## src/rtl/perf_cnt_if.sv

```systemverilog
// Bus/CPU-side signal bundle for perf_cnt_bank: event strobes, control
// command port, valid/ready read request/response and live overflow flags.
interface perf_cnt_if #(
  parameter int NUM_CH = 8,
  parameter int CH_W   = 5
);
  logic [NUM_CH-1:0] evt;
  logic              ctrl_valid;
  logic              ctrl_ready;
  logic [1:0]        ctrl_op;
  logic [NUM_CH-1:0] ctrl_mask;
  logic              rd_req_valid;
  logic              rd_req_ready;
  logic [CH_W-1:0]   rd_ch;
  logic [1:0]        rd_sel;
  logic              rd_resp_valid;
  logic              rd_resp_ready;
  logic [31:0]       rd_data;
  logic [NUM_CH-1:0] ovf;

  modport master (
    output evt, ctrl_valid, ctrl_op, ctrl_mask, rd_req_valid, rd_ch, rd_sel, rd_resp_ready,
    input  ctrl_ready, rd_req_ready, rd_resp_valid, rd_data, ovf
  );

  modport slave (
    input  evt, ctrl_valid, ctrl_op, ctrl_mask, rd_req_valid, rd_ch, rd_sel, rd_resp_ready,
    output ctrl_ready, rd_req_ready, rd_resp_valid, rd_data, ovf
  );
endinterface

```

## src/rtl/perf_cnt_bank.sv

```systemverilog
// Bank of NUM_CH split low/high event counters with sticky overflow, per-channel
// freeze/clear, an all-channel snapshot and a two-state valid/ready read port.
module perf_cnt_bank #(
  parameter int          NUM_CH = 8,
  parameter logic [31:0] LO_MAX = 32'd999999999,
  parameter int          CH_W   = 5
) (
  input logic      clk,
  input logic      rst,
  perf_cnt_if.slave bus
);

  localparam logic [1:0] OP_CLR  = 2'b01;
  localparam logic [1:0] OP_FRZ  = 2'b10;
  localparam logic [1:0] OP_SNAP = 2'b11;

  typedef enum logic {ST_IDLE, ST_RESP} state_t;

  state_t state_q, state_d;

  logic [NUM_CH-1:0][31:0] lo_q, lo_d, hi_q, hi_d;
  logic [NUM_CH-1:0][31:0] slo_q, slo_d, shi_q, shi_d;
  logic [NUM_CH-1:0]       ovf_q, ovf_d, frz_q, frz_d;
  logic [31:0]             rd_data_q, rd_data_d;

  logic        ctrl_rdy, rd_req_rdy, rd_resp_vld;
  logic        ctrl_acc, rd_acc;
  logic [31:0] rd_word;

  // Read FSM; a pending control command blocks read acceptance in IDLE
  always_comb begin
    state_d     = state_q;
    ctrl_rdy    = 1'b0;
    rd_req_rdy  = 1'b0;
    rd_resp_vld = 1'b0;
    unique case (state_q)
      ST_IDLE: begin
        ctrl_rdy   = 1'b1;
        rd_req_rdy = ~bus.ctrl_valid;
        if (bus.rd_req_valid && rd_req_rdy) state_d = ST_RESP;
      end
      ST_RESP: begin
        rd_resp_vld = 1'b1;
        if (bus.rd_resp_ready) state_d = ST_IDLE;
      end
      default: state_d = ST_IDLE;
    endcase
  end

  assign ctrl_acc = bus.ctrl_valid & ctrl_rdy;
  assign rd_acc   = bus.rd_req_valid & rd_req_rdy;

  always_comb begin
    lo_d  = lo_q;
    hi_d  = hi_q;
    ovf_d = ovf_q;
    frz_d = frz_q;
    slo_d = slo_q;
    shi_d = shi_q;
    for (int c = 0; c < NUM_CH; c++) begin
      // Clear beats a same-cycle event; freeze only gates from the next cycle
      if (ctrl_acc && bus.ctrl_op == OP_CLR && bus.ctrl_mask[c]) begin
        lo_d[c]  = '0;
        hi_d[c]  = '0;
        ovf_d[c] = 1'b0;
      end else if (bus.evt[c] && !frz_q[c]) begin
        if (lo_q[c] == LO_MAX) begin
          lo_d[c] = '0;
          hi_d[c] = hi_q[c] + 32'd1;
          if (hi_q[c] == 32'hFFFF_FFFF) ovf_d[c] = 1'b1;
        end else begin
          lo_d[c] = lo_q[c] + 32'd1;
        end
      end
      if (ctrl_acc && bus.ctrl_op == OP_FRZ  && bus.ctrl_mask[c]) frz_d[c] = 1'b1;
      if (ctrl_acc && bus.ctrl_op == OP_SNAP && bus.ctrl_mask[c]) frz_d[c] = 1'b0;
    end
    if (ctrl_acc && bus.ctrl_op == OP_SNAP) begin
      slo_d = lo_q;
      shi_d = hi_q;
    end
  end

  always_comb begin
    rd_word = '0;
    unique case (bus.rd_sel)
      2'b00: for (int c = 0; c < NUM_CH; c++) if (bus.rd_ch == CH_W'(c)) rd_word = slo_q[c];
      2'b01: for (int c = 0; c < NUM_CH; c++) if (bus.rd_ch == CH_W'(c)) rd_word = shi_q[c];
      2'b10: rd_word = 32'(ovf_q);
      default: rd_word = 32'(frz_q);
    endcase
    rd_data_d = rd_acc ? rd_word : rd_data_q;
  end

  always_ff @(posedge clk or posedge rst) begin
    if (rst) begin
      state_q   <= ST_IDLE;
      lo_q      <= '0;
      hi_q      <= '0;
      slo_q     <= '0;
      shi_q     <= '0;
      ovf_q     <= '0;
      frz_q     <= '0;
      rd_data_q <= '0;
    end else begin
      state_q   <= state_d;
      lo_q      <= lo_d;
      hi_q      <= hi_d;
      slo_q     <= slo_d;
      shi_q     <= shi_d;
      ovf_q     <= ovf_d;
      frz_q     <= frz_d;
      rd_data_q <= rd_data_d;
    end
  end

  assign bus.ctrl_ready    = ctrl_rdy;
  assign bus.rd_req_ready  = rd_req_rdy;
  assign bus.rd_resp_valid = rd_resp_vld;
  assign bus.rd_data       = rd_data_q;
  assign bus.ovf           = ovf_q;

endmodule

```

## src/flat_wrapper.sv

```systemverilog
// flat-port wrapper written by rule: the top's interface ports become plain ports
module perf_cnt_bank_flat 
#(
  parameter int          NUM_CH = 8,
  parameter logic [31:0] LO_MAX = 32'd999999999,
  parameter int          CH_W   = 5
)
  (clk, rst, bus_evt, bus_ctrl_valid, bus_ctrl_op, bus_ctrl_mask, bus_rd_req_valid, bus_rd_ch, bus_rd_sel, bus_rd_resp_ready, bus_ctrl_ready, bus_rd_req_ready, bus_rd_resp_valid, bus_rd_data, bus_ovf);
  perf_cnt_if #(.NUM_CH(NUM_CH), .CH_W(CH_W)) bus_i ();
  input logic clk;
  input logic rst;
  input wire logic [$bits(bus_i.evt)-1:0] bus_evt;
  input wire logic [$bits(bus_i.ctrl_valid)-1:0] bus_ctrl_valid;
  input wire logic [$bits(bus_i.ctrl_op)-1:0] bus_ctrl_op;
  input wire logic [$bits(bus_i.ctrl_mask)-1:0] bus_ctrl_mask;
  input wire logic [$bits(bus_i.rd_req_valid)-1:0] bus_rd_req_valid;
  input wire logic [$bits(bus_i.rd_ch)-1:0] bus_rd_ch;
  input wire logic [$bits(bus_i.rd_sel)-1:0] bus_rd_sel;
  input wire logic [$bits(bus_i.rd_resp_ready)-1:0] bus_rd_resp_ready;
  output wire logic [$bits(bus_i.ctrl_ready)-1:0] bus_ctrl_ready;
  output wire logic [$bits(bus_i.rd_req_ready)-1:0] bus_rd_req_ready;
  output wire logic [$bits(bus_i.rd_resp_valid)-1:0] bus_rd_resp_valid;
  output wire logic [$bits(bus_i.rd_data)-1:0] bus_rd_data;
  output wire logic [$bits(bus_i.ovf)-1:0] bus_ovf;
  assign bus_i.evt = bus_evt;
  assign bus_i.ctrl_valid = bus_ctrl_valid;
  assign bus_i.ctrl_op = bus_ctrl_op;
  assign bus_i.ctrl_mask = bus_ctrl_mask;
  assign bus_i.rd_req_valid = bus_rd_req_valid;
  assign bus_i.rd_ch = bus_rd_ch;
  assign bus_i.rd_sel = bus_rd_sel;
  assign bus_i.rd_resp_ready = bus_rd_resp_ready;
  assign bus_ctrl_ready = bus_i.ctrl_ready;
  assign bus_rd_req_ready = bus_i.rd_req_ready;
  assign bus_rd_resp_valid = bus_i.rd_resp_valid;
  assign bus_rd_data = bus_i.rd_data;
  assign bus_ovf = bus_i.ovf;
  perf_cnt_bank #(.NUM_CH(NUM_CH), .LO_MAX(LO_MAX), .CH_W(CH_W)) u_core (.clk(clk), .rst(rst), .bus(bus_i));
endmodule
```

## config.mk

```make
export PLATFORM = sky130hd
export DESIGN_NAME = perf_cnt_bank_flat
export DESIGN_NICKNAME = d
export VERILOG_FILES = /design/src/rtl/perf_cnt_if.sv /design/src/rtl/perf_cnt_bank.sv /design/src/flat_wrapper.sv
export SDC_FILE = /design/constraint.sdc
export NUM_CORES = 2
export LEC_CHECK = 0
export ABC_AREA = 1
export CORE_ASPECT_RATIO = 1.5
export CORE_MARGIN = 2
export CORE_UTILIZATION = 30
export CTS_CLUSTER_SIZE = 40
export DETAILED_ROUTE_END_ITERATION = 16
export PLACE_DENSITY = 0.42
export REMOVE_ABC_BUFFERS = 1
export SLEW_MARGIN = 20
export SYNTH_ARGS = -nofsm -noshare
export SYNTH_HDL_FRONTEND = slang
export SYNTH_SLANG_ARGS = --single-unit
```

## constraint.sdc

```tcl
create_clock -name clk -period 85.7 [get_ports clk]
set_clock_uncertainty 0.1 [all_clocks]
set_input_delay 25.71 -clock clk [delete_from_list [all_inputs] [get_ports clk]]
set_output_delay 25.71 -clock clk [all_outputs]
set_load 0.02 [all_outputs]
```

# Word-level counts from Yosys, hierarchy flattened
# Cells that the tools add are included.
# op_classes
addsub	16
n_eq_ne	28
muxes	119
n_bitwise	4
n_reduce_logical	94
# ops
op	n
2-to-1 mux 32 bit	64
adder 32 x 1 -> 32 bit (second input constant)	16
== test 32 x 30 -> 1 bit (second input constant)	8
== test 32 bit (second input constant)	8
one-hot mux 32 bit (3 select lines)	1
nonzero test 2 bit	32
2-to-1 mux 1 bit	53
logical AND 1 bit	36
AND reduction 3 bit	8
== test 5 x 3 -> 1 bit (second input constant)	4
AND reduction 2 bit	8
== test 5 x 2 -> 1 bit (second input constant)	2
zero test 1 bit	8
== test 2 bit (second input constant)	3
== test 5 x 1 -> 1 bit (second input constant)	1
zero test 5 bit	1
== test 2 x 1 -> 1 bit (second input constant)	2
bitwise AND 1 bit	2
zero test 2 bit	1
NOT 1 bit	2
one-hot mux 1 bit (2 select lines)	1
# word_totals
ff_bits	1073
output_inout_bits	43
wordCells	311

# Longest topological paths before layout
# logic_depth
ltp_word	10
mapped_depth	14

# Least setup slack after synthesis
# Ideal clock, no wire load.
# synth_timing
kind	input-to-output
startpoint	input port bus_ctrl_valid
endpoint	output port bus_rd_req_ready
arrival_time_ns	26.019
required_ns	59.890
slack_ns	33.871
path_stages	1
path_buffers	0
cell_sequence	nor2_1
# synth_between
elab_chain_cells	2
# synth_lines
element	line_no	rtl
from (decl)	flat_wrapper.sv:13	input wire logic [$bits(bus_i.ctrl_valid)-1:0] bus_ctrl_valid;
NOT 1 bit	perf_cnt_bank.sv:39	rd_req_rdy = ~bus.ctrl_valid;
2-to-1 mux 1 bit	perf_cnt_bank.sv:36	unique case (state_q)
to (decl)	flat_wrapper.sv:21	output wire logic [$bits(bus_i.rd_req_ready)-1:0] bus_rd_req_ready;
# No other way between the ends.

# Worst setup path in the final report
# Same ends and word-level chain as after synthesis.

==> flow_summary.json <==
{
  "avgViaCountPerCell": 5.02,
  "maxClockFrequency_mhz": 19.0,
  "timing.critical_path.to_type": "output port",
  "path_cells": "clkdlybuf4s50_1, nor2_1, clkdlybuf4s50_1",
  "clockBufferDepth": 3,
  "number_of_drc_markers_after_the_initial_detailed_route_iteration": 3731,
  "clock-sinks": 1073,
  "timing.critical_path.required_ps": 59890,
  "path_clk_slew_ps": 60,
  "maxSlewViolCount": 0,
  "most-common-layout-cells": "sky130_fd_sc_hd__nand2_1, sky130_fd_sc_hd__dfrtp_1, sky130_fd_sc_hd__o21ai_0, sky130_fd_sc_hd__inv_1, sky130_fd_sc_hd__nor2_1",
  "worst-path-stages": 3,
  "switching_share": 0.330,
  "finalSetupViolCount": 0,
  "cts.root.buffer_cell": "sky130_fd_sc_hd__clkbuf_16",
  "grt_max_degree": 207,
  "cts_buffers": 118,
  "layout-drive-gt1-share": 0.0487,
  "globalRouteOverflowTotal": 0,
  "cts.hold.buffers_added": 0,
  "drt_pre_antenna_iters": 6,
  "worst-setup-path-type": "in -> out",
  "yosysWarnings": 0,
  "wire_length_of_the_first_global_routing_pass_um": 333000,
  "outcome": "finished, final reports clean",
  "crit_path_top_delay_cell": "sky130_fd_sc_hd__clkdlybuf4s50_1",
  "die_h_um": 537,
  "ys_seq_area_frac": 0.473,
  "max_slew_margin": 0.313,
  "critical_path.most_common_cell": "sky130_fd_sc_hd__clkdlybuf4s50_1",
  "final_worst_path_cycle_share": 0.615,
  "wl_per_cell_um": 21.6,
  "drt_wl_total_um": 221000,
  "power_leakage_nw": 28.3,
  "antenna_violating_nets_post_route": 0,
  "die_w_um": 359,
  "ys.flop_type": "sky130_fd_sc_hd__dfrtp_1",
  "synth_async_sr_flop_share": 1.00,
  "worst_skew_pair.late_latency_ps": 780,
  "vdd.ir_drop.worst_uv": 17.6,
  "buffer_ports.inserted": 72,
  "die_area_um2": 193000,
  "cts_tree": "done",
  "syn_area_um2": 56800,
  "timing.critical_path.arrival_ps": 26920,
  "grt_setup_unrepaired": "false",
  "synth_cell_types": 38,
  "dp_hpwl_um": 168000,
  "syn_inst": 7733,
  "initial_core_util": 0.302,
  "place.gp.congestion": 0.921,
  "power.density_cell_area_nw_per_um2": 22.9,
  "timing.critical_path.slowest_cell_delay_ps": 630,
  "cts_htree_levels": 3,
  "reg2regPathDepth": 11,
  "areaGrowthSynthToFinish_pct": 12.8,
  "p_switching_mw": 0.485,
  "floorplan.io_pins": 73,
  "final_common_cell": "sky130_fd_sc_hd__nand2_1",
  "row_count": 195,
  "design.final.nets": 7734,
  "critical-path-top-delay-family": "buffers and inverters",
  "grt_antenna_before_repair": 4,
  "clock_power_share": 0.368,
  "timing.critical_path.fanout_max": 2,
  "fin_tns_setup_ps": 0,
  "setup.worst_path.start_class": "input port",
  "max_cap_viol_count": 0,
  "design_power_total_mw": 1.47,
  "syn_avg_cell_area_um2": 7.35,
  "worst_margin_slew_ps": 1020,
  "post_cts.resized_instances": 0,
  "min_path_cells": 2,
  "global_route.usage.total": 0.228,
  "power_frac_comb": 0.164,
  "finalWorstPathRequiredPeriod_ps": 52730,
  "hold_violations": 0,
  "floorplan.core_area_um2": 188000,
  "path_buf_inv": 2,
  "p_int_mw": 0.984,
  "seqPwrFrac": 0.469,
  "detailroute.via_count": 51469,
  "number_of_global_route_vias_before_repair": 51446,
  "ys_seq_elements": 1073,
  "drcViolationCount": 0,
  "postCtsSetupRepairBufs": 0,
  "synth_enable_flop_cells": 0,
  "timing.hold.worst.class": "reg -> reg"
}
==> final timing paths <==
kind / start / to / slack, ps
setup reg to reg: u_core.state_q / u_core.slo_q[127] / 80260
setup / recovery: bus_ctrl_valid / bus_rd_req_ready / 32970
hold / removal: u_core.slo_q[108] / u_core.slo_q[108] / 370
max in group asynchronous: rst / u_core.hi_q[169] / 56910
hold reg to reg: u_core.slo_q[108] / u_core.slo_q[108] / 370
min in group asynchronous: rst / u_core.lo_q[116] / 25430
==> cell families after synthesis <==
| family | Yosys count | synth area share |
|---|---|---|
| AOI/OAI and AO/OA | 1158 | 0.106 |
| xor gates and xnor gates | 126 | 0.0194 |
| adders and majority gates | 16 | 0.00352 |
| buffers and inverters | 1071 | 0.0723 |
| DFF | 1073 | 0.473 |
| muxes | 45 | 0.00892 |
| and+or+nand+nor | 4244 | 0.317 |
==> stage by stage <==
stage | area [um2] | setup WS (ps) | utilization | cells | hold slack [ps]
floorplan | 55600 | 29680 | - | 7429 | 342
global placement | 60100 | 32880 | 0.319 | 10030 | 355
detailed placement | 60100 | 32970 | 0.319 | 10030 | 360
CTS | 64100 | 32970 | 0.341 | 10248 | 376
global route | 64100 | 32910 | 0.341 | 10249 | 402
finish | 64100 | 32970 | 0.341 | 10251 | 373
==> area by class of cell <==
cell class | count | area (um2)
fillers | 20295 | 124000
well taps | 2462 | 3080
inverters | 767 | 2890
repair buffers | 139 | 1270
diodes | 3 | 7.51
clock inverters | 49 | 604
flip-flops and latches | 1073 | 26900
multi-input cells | 5589 | 26000
clock buffers | 169 | 3390
==> per-layer routing <==
layer	global-route usage	vias up	part of all wire
met2	0.430	978	0.53
met4	0.0828	0	0.038
li1	-	25253	-
met3	0.0196	292	0.028
met5	0	-	0
met1	0.266	24946	0.41
==> cell usage after synthesis (10+ instances only) <==
cell,count,area share
sky130_fd_sc_hd__buf_2,70,0.0062
sky130_fd_sc_hd__a31oi_1,13,0.0014
sky130_fd_sc_hd__nor4_1,99,0.011
sky130_fd_sc_hd__o21ai_0,863,0.076
sky130_fd_sc_hd__ha_1,16,0.0035
sky130_fd_sc_hd__mux2_2,45,0.0089
sky130_fd_sc_hd__o22ai_1,14,0.0015
sky130_fd_sc_hd__xor2_1,126,0.019
sky130_fd_sc_hd__nor3_1,223,0.020
sky130_fd_sc_hd__dfrtp_1,1073,0.47
sky130_fd_sc_hd__nand2_1,2344,0.15
sky130_fd_sc_hd__nor2_1,709,0.047
sky130_fd_sc_hd__o31ai_1,46,0.0061
sky130_fd_sc_hd__a211oi_1,10,0.0013
sky130_fd_sc_hd__a21oi_1,197,0.017
sky130_fd_sc_hd__inv_1,758,0.050
sky130_fd_sc_hd__nand3_1,515,0.045
sky130_fd_sc_hd__nand4_1,286,0.031
sky130_fd_sc_hd__or2_2,45,0.0050
sky130_fd_sc_hd__clkbuf_1,229,0.015
==> power by group through the flow <==
stage                     Combinational [mW]  Sequential, mW  Clock (mW)
after floorplan                        0.170           0.673           0
after global placement                 0.239           0.695           0
after detailed placement               0.243           0.697           0
after CTS                              0.245           0.689       0.557
after global routing                   0.277           0.702       0.576
final                                  0.240           0.689       0.540
==> tightest hold or removal path: cells and delay by family, from the launching register on <==
family,cells,cell delay (ps)
flip-flops,1,340
AND/OR/NAND/NOR,2,100
==> sequential cells by signal, summed over array words and instances, names as in the netlist <==
name,cells
u_core.hi_q,256
u_core.bus.ovf,8
u_core.lo_q,256
u_core.shi_q,256
u_core.bus.rd_data,32
u_core.slo_q,256
u_core.state_q,1
u_core.frz_q,8
No activity file was read; power rests on OpenSTA's default activity.
